===== src/rtl/x25519_ise_pkg.sv =====
// Shared types and elaboration helpers for the X25519 maddlu/maddhu multiply-accumulate unit.
package x25519_ise_pkg;

    typedef enum logic [1:0] {
        IDLE = 2'd0,
        MUL  = 2'd1,
        DONE = 2'd2
    } state_e;

    typedef enum logic [1:0] {
        OP_LO  = 2'd0,
        OP_HI  = 2'd1,
        OP_ILL = 2'd2
    } op_e;

    localparam int XLEN_DEF      = 64;
    localparam int LIMB_BITS_DEF = 64;
    localparam int MUL_W_DEF     = 16;
    localparam int NIT_DEF       = XLEN_DEF / MUL_W_DEF;

    // Exactly one op bit selects a product half; anything else is rejected as illegal.
    function automatic op_e decode_op(input logic maddlu, input logic maddhu);
        op_e op;
        case ({maddhu, maddlu})
            2'b01:   op = OP_LO;
            2'b10:   op = OP_HI;
            default: op = OP_ILL;
        endcase
        return op;
    endfunction

    // Number of multiplier chunks consumed per operation.
    function automatic int nit_of(input int xlen, input int mul_w);
        return (mul_w > 0) ? (xlen / mul_w) : 1;
    endfunction

    // The counter also has to represent NIT itself, which marks the result-forming cycle.
    function automatic int cnt_width(input int nit);
        return (nit < 1) ? 1 : $clog2(nit + 1);
    endfunction

    function automatic bit params_legal(input int xlen, input int limb_bits, input int mul_w);
        return ((xlen == 32) || (xlen == 64)) &&
               (limb_bits >= 1) && (limb_bits <= xlen) &&
               (mul_w >= 1) && (mul_w <= xlen) && ((xlen % mul_w) == 0);
    endfunction

endpackage


===== src/rtl/x25519_mul_step.sv =====
// One iteration of the shift-and-add multiplier: rs1 times a MUL_W-bit slice of rs2,
// aligned to the slice position and added into the double-width accumulator.
module x25519_mul_step
    import x25519_ise_pkg::*;
#(
    parameter int XLEN  = XLEN_DEF,
    parameter int MUL_W = MUL_W_DEF,
    parameter int CNT_W = 3
) (
    input  logic [2*XLEN-1:0]   acc_in,
    input  logic [XLEN-1:0]     multiplicand,
    input  logic [MUL_W-1:0]    chunk,
    input  logic [CNT_W-1:0]    step,
    output logic [2*XLEN-1:0]   acc_out
);

    logic [XLEN+MUL_W-1:0] partial;
    logic [2*XLEN-1:0]     partial_ext;
    logic [31:0]           shamt;

    // Form the partial product, place it at the slice's bit offset and accumulate.
    always_comb begin
        partial     = (XLEN+MUL_W)'(multiplicand) * (XLEN+MUL_W)'(chunk);
        partial_ext = (2*XLEN)'(partial);
        shamt       = 32'(step) * 32'(MUL_W);
        acc_out     = acc_in + (partial_ext << shamt);
    end

endmodule


===== src/rtl/x25519_ise_mac.sv =====
// Iterative multiply-accumulate unit behind maddlu/maddhu: rd = lo/hi(rs1*rs2) + rs3,
// with valid/ready handshakes towards issue and writeback.
module x25519_ise_mac
    import x25519_ise_pkg::*;
#(
    parameter int XLEN      = XLEN_DEF,
    parameter int LIMB_BITS = LIMB_BITS_DEF,
    parameter int MUL_W     = MUL_W_DEF
) (
    input  logic            g_clk,
    input  logic            g_resetn,
    input  logic            flush,
    input  logic            in_valid,
    output logic            in_ready,
    input  logic [XLEN-1:0] rs1,
    input  logic [XLEN-1:0] rs2,
    input  logic [XLEN-1:0] rs3,
    input  logic            op_maddlu,
    input  logic            op_maddhu,
    output logic            out_valid,
    input  logic            out_ready,
    output logic [XLEN-1:0] rd
);

    localparam int NIT   = nit_of(XLEN, MUL_W);
    localparam int CNT_W = cnt_width(NIT);
    localparam logic [CNT_W-1:0] LAST_CNT = CNT_W'(NIT);
    localparam logic [XLEN-1:0]  LO_MASK  = {XLEN{1'b1}} >> (XLEN - LIMB_BITS);

    if (!params_legal(XLEN, LIMB_BITS, MUL_W)) begin : g_bad_params
        $fatal(1, "x25519_ise_mac: illegal XLEN/LIMB_BITS/MUL_W combination");
    end

    state_e             state;
    op_e                op_q;
    op_e                op_in;
    logic [XLEN-1:0]    rs1_q;
    logic [XLEN-1:0]    rs2_q;
    logic [XLEN-1:0]    rs3_q;
    logic [2*XLEN-1:0]  acc;
    logic [2*XLEN-1:0]  acc_next;
    logic [CNT_W-1:0]   cnt;
    logic [XLEN-1:0]    lo_part;
    logic [XLEN-1:0]    hi_part;
    logic [XLEN-1:0]    result;

    assign op_in = decode_op(op_maddlu, op_maddhu);

    // rs2_q is shifted down each iteration, so its low slice is always the current chunk.
    x25519_mul_step #(
        .XLEN  (XLEN),
        .MUL_W (MUL_W),
        .CNT_W (CNT_W)
    ) u_mul_step (
        .acc_in       (acc),
        .multiplicand (rs1_q),
        .chunk        (rs2_q[MUL_W-1:0]),
        .step         (cnt),
        .acc_out      (acc_next)
    );

    // Pick the requested product half and add the addend; carry-out falls off the top.
    always_comb begin
        lo_part = acc[XLEN-1:0] & LO_MASK;
        hi_part = XLEN'(acc >> LIMB_BITS);
        result  = '0;
        case (op_q)
            OP_LO:   result = lo_part + rs3_q;
            OP_HI:   result = hi_part + rs3_q;
            default: result = '0;
        endcase
    end

    // Control FSM; the extra cycle after the last chunk registers rd so the rs3 adder
    // stays off the accumulator path.
    always_ff @(posedge g_clk or negedge g_resetn) begin
        if (!g_resetn) begin
            state     <= IDLE;
            op_q      <= OP_ILL;
            rs1_q     <= '0;
            rs2_q     <= '0;
            rs3_q     <= '0;
            acc       <= '0;
            cnt       <= '0;
            in_ready  <= 1'b1;
            out_valid <= 1'b0;
            rd        <= '0;
        end else if (flush) begin
            state     <= IDLE;
            acc       <= '0;
            cnt       <= '0;
            in_ready  <= 1'b1;
            out_valid <= 1'b0;
            rd        <= '0;
        end else begin
            case (state)
                IDLE: begin
                    if (in_valid) begin
                        rs1_q    <= rs1;
                        rs2_q    <= rs2;
                        rs3_q    <= rs3;
                        op_q     <= op_in;
                        acc      <= '0;
                        cnt      <= '0;
                        in_ready <= 1'b0;
                        if (op_in == OP_ILL) begin
                            state     <= DONE;
                            rd        <= '0;
                            out_valid <= 1'b1;
                        end else begin
                            state <= MUL;
                        end
                    end
                end
                MUL: begin
                    if (cnt == LAST_CNT) begin
                        rd        <= result;
                        out_valid <= 1'b1;
                        state     <= DONE;
                    end else begin
                        acc   <= acc_next;
                        rs2_q <= rs2_q >> MUL_W;
                        cnt   <= cnt + CNT_W'(1);
                    end
                end
                DONE: begin
                    if (out_ready) begin
                        out_valid <= 1'b0;
                        in_ready  <= 1'b1;
                        state     <= IDLE;
                    end
                end
                default: begin
                    state     <= IDLE;
                    in_ready  <= 1'b1;
                    out_valid <= 1'b0;
                end
            endcase
        end
    end

endmodule


===== config.mk =====
export PLATFORM = sky130hd
export DESIGN_NAME = x25519_ise_mac
export DESIGN_NICKNAME = d
export VERILOG_FILES = /design/src/rtl/x25519_ise_pkg.sv /design/src/rtl/x25519_mul_step.sv /design/src/rtl/x25519_ise_mac.sv
export SDC_FILE = /design/constraint.sdc
export NUM_CORES = 2
export LEC_CHECK = 0
export ABC_AREA = 1
export CAP_MARGIN = 20
export CELL_PAD_IN_SITES_DETAIL_PLACEMENT = 1
export CELL_PAD_IN_SITES_GLOBAL_PLACEMENT = 1
export CORE_MARGIN = 2
export CORE_UTILIZATION = 30
export CTS_CLUSTER_SIZE = 30
export DETAILED_ROUTE_END_ITERATION = 10
export PLACE_DENSITY = 0.61
export SKIP_LAST_GASP = 1
export SLEW_MARGIN = 10
export SYNTH_ARGS = -nofsm -noshare
export SYNTH_HDL_FRONTEND = slang
export SYNTH_SLANG_ARGS = --single-unit

===== constraint.sdc =====
create_clock -name g_clk -period 11.4 [get_ports g_clk]
set_clock_uncertainty 0.2 [all_clocks]
set_input_delay 1.71 -clock g_clk [delete_from_list [all_inputs] [get_ports g_clk]]
set_output_delay 1.71 -clock g_clk [all_outputs]
set_load 0.05 [all_outputs]

After elaboration in Yosys (flattened, before gate mapping)
Cells that the tools add are included.
{"block": "word_totals", "reg_bits": 393, "latchBits": 0, "ramBits": 0, "rom_bits": 0, "input_bits": 199, "output_inout_bits": 66, "word_cells": 77, "mem_count": 0}
{"block": "op_classes", "addsub": 4, "multipliers": 1, "div_mod_pow": 0, "n_lt_le_gt_ge": 0, "n_eq_ne": 15, "shift": 1, "n_mux": 34, "bitwise": 1, "n_reduce_logical": 11}
{"op": "2-to-1 mux 128 bit", "count": 3}
{"op": "2-to-1 mux 64 bit", "count": 6}
{"op": "case mux 64 bit (2 select lines)", "count": 3}
{"op": "case mux 128 bit (2 select lines)", "count": 1}
{"op": "adder 128 bit", "count": 1}
{"op": "adder 64 bit", "count": 2}
{"op": "left shift 80 x 7 -> 128 bit", "count": 1}
{"op": "multiplier 64 x 16 -> 80 bit", "count": 1}
{"op": "!= test 3 bit (second input constant)", "count": 5}
{"op": "AND reduction 3 bit", "count": 4}
{"op": "AND reduction 4 bit", "count": 3}
{"op": "2-to-1 mux 2 bit", "count": 5}
{"op": "2-to-1 mux 3 bit", "count": 3}
{"op": "2-to-1 mux 1 bit", "count": 8}
{"op": "equality test 2 x 1 -> 1 bit (second input constant)", "count": 3}
{"op": "equality test 2 bit (second input constant)", "count": 3}
{"op": "!= test 2 bit (second input constant)", "count": 3}
{"op": "case mux 1 bit (3 select lines)", "count": 2}
{"op": "case mux 2 bit (3 select lines)", "count": 1}
{"op": "case mux 3 bit (2 select lines)", "count": 1}
{"op": "logical NOT 2 bit", "count": 2}
{"op": "case mux 2 bit (2 select lines)", "count": 1}
{"op": "adder 3 x 1 -> 3 bit (second input constant)", "count": 1}
{"op": "equality test 3 bit (second input constant)", "count": 1}
{"op": "3 further kinds", "count": 3}

Logic depth before layout (Yosys ltp)
{"block": "logic_depth", "word_depth": 7, "mapped_depth": 52, "ltp_nobuf": 50}

By module
A second synthesis with hierarchy kept.
{"block": "unflattened", "hier_cells": 10156, "hier_area_um2": 68306.8}
{"module": "x25519_mul_step", "n_inst": 1, "cells_per_inst": 7105, "area_each_um2": 46362.0, "seq_area_each_um2": 0.0}
{"module": "x25519_ise_mac", "n_inst": 1, "cells_per_inst": 3051, "area_each_um2": 21944.8, "seq_area_each_um2": 9836.9}

Worst setup path before layout
Ideal clock, no wire load.
{"block": "synth_timing", "path_type": "register to register", "startpoint": "register rs2_q[1]", "endpoint": "register acc[110]", "arrival_ps": 7580, "path_slack_ps": 3497, "stages_incl_launch_ff": 48, "path_buffers": 2, "path_cell_list": "dfrtp_1 -> clkbuf_1 -> clkbuf_1 -> nand2_1 -> fa_1 -> inv_1 -> fa_1 -> inv_1 -> fa_1 -> inv_1 -> fa_1 -> fa_1 -> inv_1 -> fa_1 -> inv_1 -> ha_1 -> nand2_1 -> nor2_1 -> [... 12 more ...] -> nand2_1 -> inv_1 -> ha_1 -> nand2_1 -> nor2_1 -> inv_1 -> nor2_1 -> inv_1 -> nor2_1 -> inv_1 -> nor3_1 -> nand3_1 -> nand3_1 -> nand2_1 -> o21bai_1 -> a21oi_1 -> o21ai_0 -> nand2_1"}
{"block": "synth_via", "elab_chain_cells": 6}
{"item": "start: declaration", "line": "x25519_ise_mac.sv:38", "rtl": "logic [XLEN-1:0] rs2_q;"}
{"item": "start signal: assignment", "line": "x25519_ise_mac.sv:100", "rtl": "rs2_q <= rs2;"}
{"item": "start signal: assignment", "line": "x25519_ise_mac.sv:122", "rtl": "rs2_q <= rs2_q >> MUL_W;"}
{"item": "multiplier 64 x 16 -> 80 bit", "line": "x25519_mul_step.sv:23", "rtl": "partial = (XLEN+MUL_W)'(multiplicand) * (XLEN+MUL_W)'(chunk);"}
{"item": "left shift 80 x 7 -> 128 bit", "line": "x25519_mul_step.sv:26", "rtl": "acc_out = acc_in + (partial_ext << shamt);"}
{"item": "adder 128 bit", "line": "x25519_mul_step.sv:26"}
{"item": "2-to-1 mux 128 bit", "line": "x25519_ise_mac.sv:116", "rtl": "if (cnt == LAST_CNT) begin"}
{"item": "case mux 128 bit (2 select lines)", "line": "x25519_ise_mac.sv:96", "rtl": "case (state)"}
{"item": "2-to-1 mux 128 bit", "line": "x25519_ise_mac.sv:88", "rtl": "end else if (flush) begin"}
{"item": "end signal: assignment", "line": "x25519_ise_mac.sv:121", "rtl": "acc <= acc_next;"}
{"item": "end: declaration", "line": "x25519_ise_mac.sv:40", "rtl": "logic [2*XLEN-1:0] acc;"}
No other way between the ends. The select of a mux whose other input is x is not followed.
A chain may end at the register's enable or synchronous reset.

Final worst setup path
{"block": "layout_timing", "startpoint": "register rs2_q[1]", "endpoint": "register acc[119]"}
The elaborated chain is that of the path after synthesis.

==> flow_summary.toml <==
[setup_path]
worstPathMaxFanout = 30
crit_family = "adder cells"
crit_arrival_ns = 11.45
slowest_stage = "o21ai_0"
r2r_cells = 39
crit_buf_inv = 8
crit_required_ns = 11.85
end_kind = "flip-flop"
r2r_start = "rs2_q[1]"
cp-start-kind = "flip-flop"
crit_type = "reg2reg"
reg2reg_slack_ns = 0.41
r2r-end = "acc[119]"
crit_path_max_incr_delay_ns = 0.80

[sta]
fmax_mhz = 91.0
tns_ns = 0
period_needed_ns = 10.99
rsz0062_at_grt = "no"
slew-limit-headroom = 0.226
finalSetupViolCount = 0
hold_violations = 0
tightest_slew_ns = 1.15
slew_violations = 0
min_period_over_period = 0.964

[clock_network]
clk_pin_slew_ns = 0.07
cts_root_buffer = "clkbuf_16"
post-cts-setup-buffer-count = 0
cts.sinks = 393
clockBufferDepth = 3
h-tree-depth = 2
cts_buffers = 59
cts_tree = "done"
clock_latency_ns = 0.78

[drt]
drc = 0
viasPerCell = 5.12
routed_wl_um = 326000
antenna_left = 0
routedWlPerCell_um = 26.1
drt-pass1-iter-count = 6
via_count = 64147
drtIter0Drc = 4013

[min_path]
min_path_type = "reg2reg"
worstHoldStart = "rd[16]"
hold-path-endpoint = "rd[16]"
holdPathStages = 1

[synth]
syn_area_per_cell_sq_um = 6.99
synth_edf_count = 0
synth-seq-area-share = 0.149
synth-seq-cells = 393
syn-num-nets = 10859
ys_types = 62
ys.flop_type = "dfrtp_1"
netlist_area_sq_um = 66000
syn_inst = 9434
yosys_warnings = 0
postSynth.asyncResetShare = 1.00

[layout]
areaGrowthSynthToFinish_pct = 13.2
regArea_sq_um = 9860
fin_nets = 11018
drive_above_1_share = 0.0603
n_fill_cell = 27388
multi_input_area_sq_um = 47000

[global_routing]
track_usage = 0.291
antenna_found_initial = 9
grt_max_degree = 82
grt_pass1_vias = 69198
overflow = 0
grt_pass1_wl_um = 477000

[die]
dieArea_sq_um = 224000
die_h_um = 473
core_sq_um = 219000
num_io_pins = 265
die_w_um = 473
initial_utilization = 0.301
rows = 172

[placed_design]
dp_hpwl_um = 272000
port_buffers = 264
routabilityCongestion = 1.02

[flow_run]
max-cap-violations = 0

[run_status]
run_status = "complete, no violations"
-- registers in the layout, summed over array words and instances, names as in the netlist --
register,cells
rs2_q,64
op_q,2
rs1_q,64
rd,64
acc,128
cnt,3
state,2
out_valid,1
in_ready,1
rs3_q,64
-- worst register-to-register path, delay by kind of cell, from the launching register on --
family | cells | cell delay [ns]
AND/OR/NAND/NOR | 13 | 2.09
flip-flops | 1 | 0.78
buffers and inverters | 8 | 0.96
AO/OA/AOI/OAI | 9 | 2.28
XOR/XNOR | 1 | 0.68
adder cells (fa/ha/maj) | 8 | 3.94
-- worst max-delay path by stage --
| stage | cells after the start | from | endpoint |
|---|---|---|---|
| 2_1_floorplan | 47 | rs2_q[1] | acc[110] |
| 3_3_place_gp | 39 | rs2_q[1] | acc[119] |
| 3_5_place_dp | 39 | rs2_q[1] | acc[119] |
| 4_1_cts | 39 | rs2_q[1] | acc[119] |
| 5_1_grt | 40 | rs1_q[5] | acc[119] |
| 6_report | 39 | rs2_q[1] | acc[119] |
-- logic make-up after synthesis --
kind of cell               Yosys count  synth area share
and+or+nand+nor                   3610             0.218
DFF                                393             0.149
muxes                              130            0.0221
adders and majority gates         1226             0.331
buffers and inverters             2425             0.139
xor gates and xnor gates            62           0.00823
AOI/OAI and AO/OA                 1588             0.133
-- layout make-up --
class	instances	share of cell area
Multi-Input combinational cell	6616	0.630
Antenna cell	7	0.000235
Clock inverter	26	0.00459
Timing Repair Buffer	481	0.0601
Clock buffer	81	0.0220
Sequential cell	393	0.132
Inverter	2042	0.103
Tap cell	2871	0.0481
-- cell usage in the layout (no fill, tap or decap), types with 127 or more instances in the layout --
master,count
ha_1,358
dfrtp_1,373
nand2_1,2342
clkdlybuf4s50_1,263
buf_4,200
o21ai_0,599
a21oi_1,578
mux2_2,127
nand3_1,240
nor2_1,828
inv_1,2012
fa_1,868
-- Yosys cell counts (all sizes together) (62+ instances only) --
| cell | number | area [sq um] |
|---|---|---|
| nand3 | 244 | 1240 |
| buf | 79 | 340 |
| fa | 868 | 17400 |
| mux2 | 127 | 1430 |
| nand2 | 2359 | 8890 |
| ha | 358 | 4480 |
| nor2 | 848 | 3230 |
| nor3 | 62 | 345 |
| a31oi | 83 | 526 |
| o21ai | 669 | 3380 |
| a21o | 66 | 497 |
| inv | 2040 | 7660 |
| dfrtp | 391 | 9780 |
| clkbuf | 304 | 1140 |
| a21oi | 592 | 3020 |
-- stage by stage --
| stage | setup slack [ns] | hold slack, ns | instances | utilization | cell area (sq um) |
|---|---|---|---|---|---|
| floorplan | 3.50 | 0.274 | 9434 | - | 66000 |
| global placement | 0.374 | 0.263 | 12402 | 0.332 | 72600 |
| detailed placement | 0.378 | 0.269 | 12403 | 0.332 | 72600 |
| CTS | 0.330 | 0.285 | 12510 | 0.341 | 74600 |
| global route | 0.0830 | 0.299 | 12513 | 0.341 | 74600 |
| finish | 0.408 | 0.279 | 12517 | 0.341 | 74600 |
-- routing by layer --
| layer | wire length (um) | GRT usage |
|---|---|---|
| met4 | 15400 | 0.117 |
| met1 | 140000 | 0.371 |
| met2 | 157000 | 0.502 |
| met5 | 27 | 0 |
| met3 | 13700 | 0.0284 |
-- repair_timing --
action | 4_1_cts | 5_1_grt
setup endpoints to repair | 0 | 1
gates resized for setup | 0 | 1
hold buffers | 0 | 0
Power is not shown: default switching activity piles up to over one toggle a cycle in this logic, so the estimate is an artifact.
